$ cat config.mk
export PLATFORM = sky130hd
export DESIGN_NAME = ex_mem_pipe
export DESIGN_NICKNAME = d
export VERILOG_FILES = /design/src/rtl/ex_mem_pipe.sv
export SDC_FILE = /design/constraint.sdc
export NUM_CORES = 1
export LEC_CHECK = 0
export ABC_CLOCK_PERIOD_IN_PS = 2500
export CORE_MARGIN = 5
export CORE_UTILIZATION = 68
export CTS_CLUSTER_DIAMETER = 80
export CTS_CLUSTER_SIZE = 14
export DETAILED_ROUTE_END_ITERATION = 16
export DONT_BUFFER_PORTS = 1
export PLACE_DENSITY = 0.86
export SLEW_MARGIN = 20
export SYNTH_ARGS = -nofsm -noshare
export SYNTH_HDL_FRONTEND = slang
export SYNTH_SLANG_ARGS = --single-unit
$ cat constraint.sdc
create_clock -name clk -period 2.5 [get_ports clk]
set_input_delay 0.375 -clock clk [delete_from_list [all_inputs] [get_ports clk]]
set_output_delay 0.375 -clock clk [all_outputs]
set_load 0.01 [all_outputs]
$ cat src/rtl/ex_mem_pipe.sv
// EX/MEM pipeline register with a two-entry (main + skid) buffer.
// The main entry drives the MEM stage; the skid entry catches a beat that
// arrives while the main entry is stalled, so in_ready depends only on state.
module ex_mem_pipe #(
  parameter int DATA_W  = 32,
  parameter int RADDR_W = 5,
  parameter int CTRL_W  = 3,
  parameter int CNT_W   = 16
) (
  input  logic               clk,
  input  logic               rst,
  input  logic               in_valid,
  output logic               in_ready,
  input  logic [CTRL_W-1:0]  in_ctrl,
  input  logic [DATA_W-1:0]  in_res,
  input  logic [DATA_W-1:0]  in_srcb,
  input  logic [RADDR_W-1:0] in_raddr,
  input  logic               flush,
  output logic               out_valid,
  input  logic               out_ready,
  output logic [CTRL_W-1:0]  out_ctrl,
  output logic [DATA_W-1:0]  out_res,
  output logic [DATA_W-1:0]  out_srcb,
  output logic [RADDR_W-1:0] out_raddr,
  output logic [CNT_W-1:0]   stall_cnt
);

  // main entry
  logic               m_valid;
  logic [CTRL_W-1:0]  m_ctrl;
  logic [DATA_W-1:0]  m_res;
  logic [DATA_W-1:0]  m_srcb;
  logic [RADDR_W-1:0] m_raddr;

  // skid entry
  logic               s_valid;
  logic [CTRL_W-1:0]  s_ctrl;
  logic [DATA_W-1:0]  s_res;
  logic [DATA_W-1:0]  s_srcb;
  logic [RADDR_W-1:0] s_raddr;

  logic accept;
  logic m_adv;
  logic stalled;

  assign in_ready  = ~s_valid;
  assign accept    = in_valid & ~s_valid;
  assign m_adv     = ~m_valid | out_ready;
  assign stalled   = m_valid & ~out_ready;

  assign out_valid = m_valid;
  assign out_ctrl  = m_ctrl & {CTRL_W{m_valid}};
  assign out_res   = m_res;
  assign out_srcb  = m_srcb;
  assign out_raddr = m_raddr;

  // Move beats EX -> skid/main -> MEM; flush kills everything, including the incoming beat.
  always_ff @(posedge clk or negedge rst) begin
    if (!rst) begin
      m_valid <= 1'b0;
      m_ctrl  <= '0;
      m_res   <= '0;
      m_srcb  <= '0;
      m_raddr <= '0;
      s_valid <= 1'b0;
      s_ctrl  <= '0;
      s_res   <= '0;
      s_srcb  <= '0;
      s_raddr <= '0;
    end else if (flush) begin
      m_valid <= 1'b0;
      s_valid <= 1'b0;
    end else if (m_adv) begin
      if (s_valid) begin
        m_valid <= 1'b1;
        m_ctrl  <= s_ctrl;
        m_res   <= s_res;
        m_srcb  <= s_srcb;
        m_raddr <= s_raddr;
        s_valid <= accept;
        if (accept) begin
          s_ctrl  <= in_ctrl;
          s_res   <= in_res;
          s_srcb  <= in_srcb;
          s_raddr <= in_raddr;
        end
      end else if (accept) begin
        m_valid <= 1'b1;
        m_ctrl  <= in_ctrl;
        m_res   <= in_res;
        m_srcb  <= in_srcb;
        m_raddr <= in_raddr;
      end else begin
        m_valid <= 1'b0;
      end
    end else if (accept) begin
      s_valid <= 1'b1;
      s_ctrl  <= in_ctrl;
      s_res   <= in_res;
      s_srcb  <= in_srcb;
      s_raddr <= in_raddr;
    end
  end

  // Count stalled cycles, saturating at all-ones; flush leaves the count alone.
  always_ff @(posedge clk or negedge rst) begin
    if (!rst) begin
      stall_cnt <= '0;
    end else if (stalled && (stall_cnt != {CNT_W{1'b1}})) begin
      stall_cnt <= stall_cnt + 1'b1;
    end
  end

endmodule

# == Word level (Yosys, flattened, before mapping) ==
# Cells that the tools add are included.
# W data, S select, Z words.
# totals
inputBits,77
output_inout_bits,90
regBits,162
word_cells,56
# op_classes
n_eq_ne,2
n_addsub,1
bitwise,8
n_mux,28
n_reduce_logical,6
# ops
op,n
$mux W32,10
$mux W5,5
$add A16 B1 Y16 const B,1
$ne A16 B16 Y1 const B,1
$mux W3,5
$mux W1,8
$not A1 Y1,4
$reduce_bool A2 Y1,2
$and A3 B3 Y3,1
$reduce_and A3 Y1,1
$reduce_bool A3 Y1,1
$and A1 B1 Y1,2
$ne A2 B2 Y1 const B,1
$reduce_and A2 Y1,1
$logic_and A1 B1 Y1,1
$or A1 B1 Y1,1

# == Depth between registers and ports, before layout ==
# logic_depth
word_depth,6
depth_mapped,5
mapped_depth_nobuf,5

# == Worst setup path after synthesis ==
# No wires, ideal clock.
# synth_path
path_kind,register -> register
from,reg stall_cnt[0]
to,reg stall_cnt[10]
stages_incl_launch_ff,6
setup_ns,0.125
arrival_ns,1.638
setup_slack_ns,0.737
required_time_ns,2.375
synth_period_minus_slack_ns,1.763
cell_sequence,dfrtp_1 -> ha_1 -> nand3_1 -> or2_2 -> nor3_1 -> mux2_2
# synth_between
elab_chain_len,2
word_cells_on_any_way,3
# synth_lines
element,line,rtl
"start, declared",25,output logic [CNT_W-1:0] stall_cnt
"start signal, assigned",110,stall_cnt <= stall_cnt + 1'b1;
branches (longest 2 deep; another with $add A16 B1 Y16),--,
# Parallel ways; which one is timed is not known.
# A chain may end at the register's enable or synchronous reset.

# == Worst setup path after layout ==
# Same ends and word-level chain as after synthesis.

==> results.ini <==
[run_status]
status = complete, but fails checks
violations = hold timing

[yosys]
synth_warnings = 0
ys_top_cells_by_area = dfrtp_1 (59%), mux2_2 (12%), mux2i_1 (11%), a21oi_1 (5.4%), nor2_1 (4.2%)
ys_ff_latch = 162
yosysSeqAreaShare_pct = 59.4
syn_inst = 545
synth_top_cell_by_area = dfrtp_1
synth_fp_nets = 623
synthFlopType = dfrtp_1
netlist_area_mm2 = 0.00682
synth_edf_count = 0
synth.distinct_cells = 28
syn_area_per_cell_um2 = 12.5
synthArstFlopShare_pct = 100
synth_top_area_share_pct = 59.4

[clock_tree]
clock_path_buffers = 2
htree_levels = 4
clk-insertion-delay-late_ns = 0.53
numCtsBuffers = 17
cts_sinks = 162
cts.reportedPaths.clkPinSlew_ns = 0.07
post_cts_buffers = 0
cts-root-buf = clkbuf_8
ctsResizeCount = 0
ctsHoldBuffers = 71
tritoncts = built

[critical_path]
endpoint_kind = flop
crit_path_top_delay_cell = dfrtp_1
critPathMaxFanout = 5
arrival_ns = 2.46
max_stage_delay_ns = 0.48
start_kind = flop
crit_chain = ha_1 > nand3_1 > or2_2 > nor3_1 > mux2_2
critical_path_class = flop to flop
cp_data_required_time_ns = 2.91

[sta]
min_period_ns = 2.04
setup_viol = 0
fin_skew_ns = 0.00877
slew_violations = 0
fin_crit_sh_pct = 81.7
hold_violations = 162
max-slew-margin-rel_pct = 64.3
fmax_mhz = 489
setup_ws_ns = 0.457
setup_tns_ns = 0
hold_ws_ns = -0.460
worst_slew_pin_slew_ns = 0.535
rsz0062_at_grt = false

[finish]
diodes = 0
fillCellCount = 502
fin_nets = 689
area_growth_pct = 20.7
final_cells = 757
final_common_cell = dfrtp_1
drive_above_1_share_pct = 18.4
layout_common_cells = dfrtp_1 (161), nor2_1 (77), mux2_2 (75)

[global_routing]
grt_pass1_vias = 5083
grt_antenna_before_repair = 0
grt_max_degree = 163
overflow = 0
grt_pass1_wl_um = 26500
grt_usage_pct = 29.2

[placement]
preCtsSetupSlack_ns = 0.546
dp.cells = 653
routabilityCongestion = 0.806
hpwl_um = 8990
io_buffers = 0

[floorplanning]
ioPinCount = 167
rows = 36
die_w_um = 110
fp.dieH_um = 110
coreArea_mm2 = 0.00977
die_area_mm2 = 0.0121
start_util_pct = 69.8

[detailed_routing]
drt_iter0_drc = 339
routed_wl_um = 16700
drt-pass1-iter-count = 7
via_per_inst = 6.09
vias = 4608
ant_nets = 0
drt_drc_violations_left = 0
wl_per_cell_um = 22.1

[power_and_ir_drop]
power_density_mw_per_mm2 = 850
max-vdd-ir-drop_uv = 451
p_leak_nw = 3.42

[flow_run]
drv_cap = 0

[worst_hold_path]
hold_class = input port to async pin

[state kept, by name, summed over array words and instances, names as in the netlist, 5 cells and up]
register / flops
out_raddr: 5
out_srcb: 32
s_srcb: 32
out_res: 32
s_res: 32
stall_cnt: 16
s_raddr: 5
[where the power goes]
group / total [mW] / switching [mW] / internal, mW
Combinational: 0.843 / 0.360 / 0.483
Sequential: 3.66 / 0.508 / 3.15
Clock: 2.49 / 1.02 / 1.47
Total: 7.00 / 1.89 / 5.11
[Yosys cell counts, drive strengths merged, types with 8 or more instances]
| master | instances |
|---|---|
| dfrtp | 162 |
| mux2 | 75 |
| buf | 21 |
| mux2i | 72 |
| clkbuf | 9 |
| a21oi | 74 |
| xor2 | 8 |
| nor3 | 8 |
| nor2 | 77 |
[area by class of cell]
cell class / count / area [µm²] / share of cell area (%)
sequential: 162 / 4060 / 49.3
multi-input combinational: 351 / 2640 / 32.1
timing repair buffer: 77 / 796 / 9.67
clock buffer: 23 / 457 / 5.55
tap: 133 / 166 / 2.02
clock inverter: 9 / 106 / 1.29
inverter: 2 / 7.51 / 0.0912
[path summary, 6_finish.rpt]
path	startpoint	endpoint	slack [ns]	cells after the start
min reg2reg	s_srcb[29]	s_srcb[29]	0.51	1
max	stall_cnt[0]	stall_cnt[10]	0.46	5
max in group asynchronous	rst	s_res[11]	2.66	0
max reg2reg	stall_cnt[0]	stall_cnt[10]	0.46	5
min in group clk	in_srcb[11]	s_srcb[11]	0.03	1
min	rst	out_res[16]	-0.46	0
[through the flow]
stage               utilization [%]  hold WS [ns]  instance area (µm²)  power (mW)
floorplan                         -        0.0794                 6820        4.15
global placement               71.1        0.0835                 6950        4.28
detailed placement             71.1        0.0839                 6950        4.39
CTS                            84.1        -0.475                 8220        6.96
global route                   84.2        -0.482                 8230        7.31
finish                         84.2        -0.460                 8230        7.00
[critical path: cells and delay by family (launching register included)]
kind | cells | cell delay, ns
adders and majority gates | 1 | 0.25
DFF | 1 | 0.48
muxes | 1 | 0.36
and+or+nand+nor | 3 | 0.83
[logic make-up after synthesis]
| family | Yosys count | synth area share (%) |
|---|---|---|
| AND/OR/NAND/NOR | 113 | 7.94 |
| buffers and inverters | 32 | 2.15 |
| AO/OA/AOI/OAI | 78 | 5.80 |
| XOR/XNOR | 12 | 1.54 |
| multiplexers | 147 | 22.9 |
| flip-flops | 162 | 59.4 |
| adder cells (fa/ha/maj) | 1 | 0.183 |
[routing by layer]
layer	up-vias	routed length, µm	GRT usage (%)
li1	2051	-	-
met1	2316	5990	34.5
met2	198	8860	49.3
met3	43	1420	9.20
met4	0	472	12.6
met5	-	0	0
Note: power is estimated with default switching activity, not from simulation.
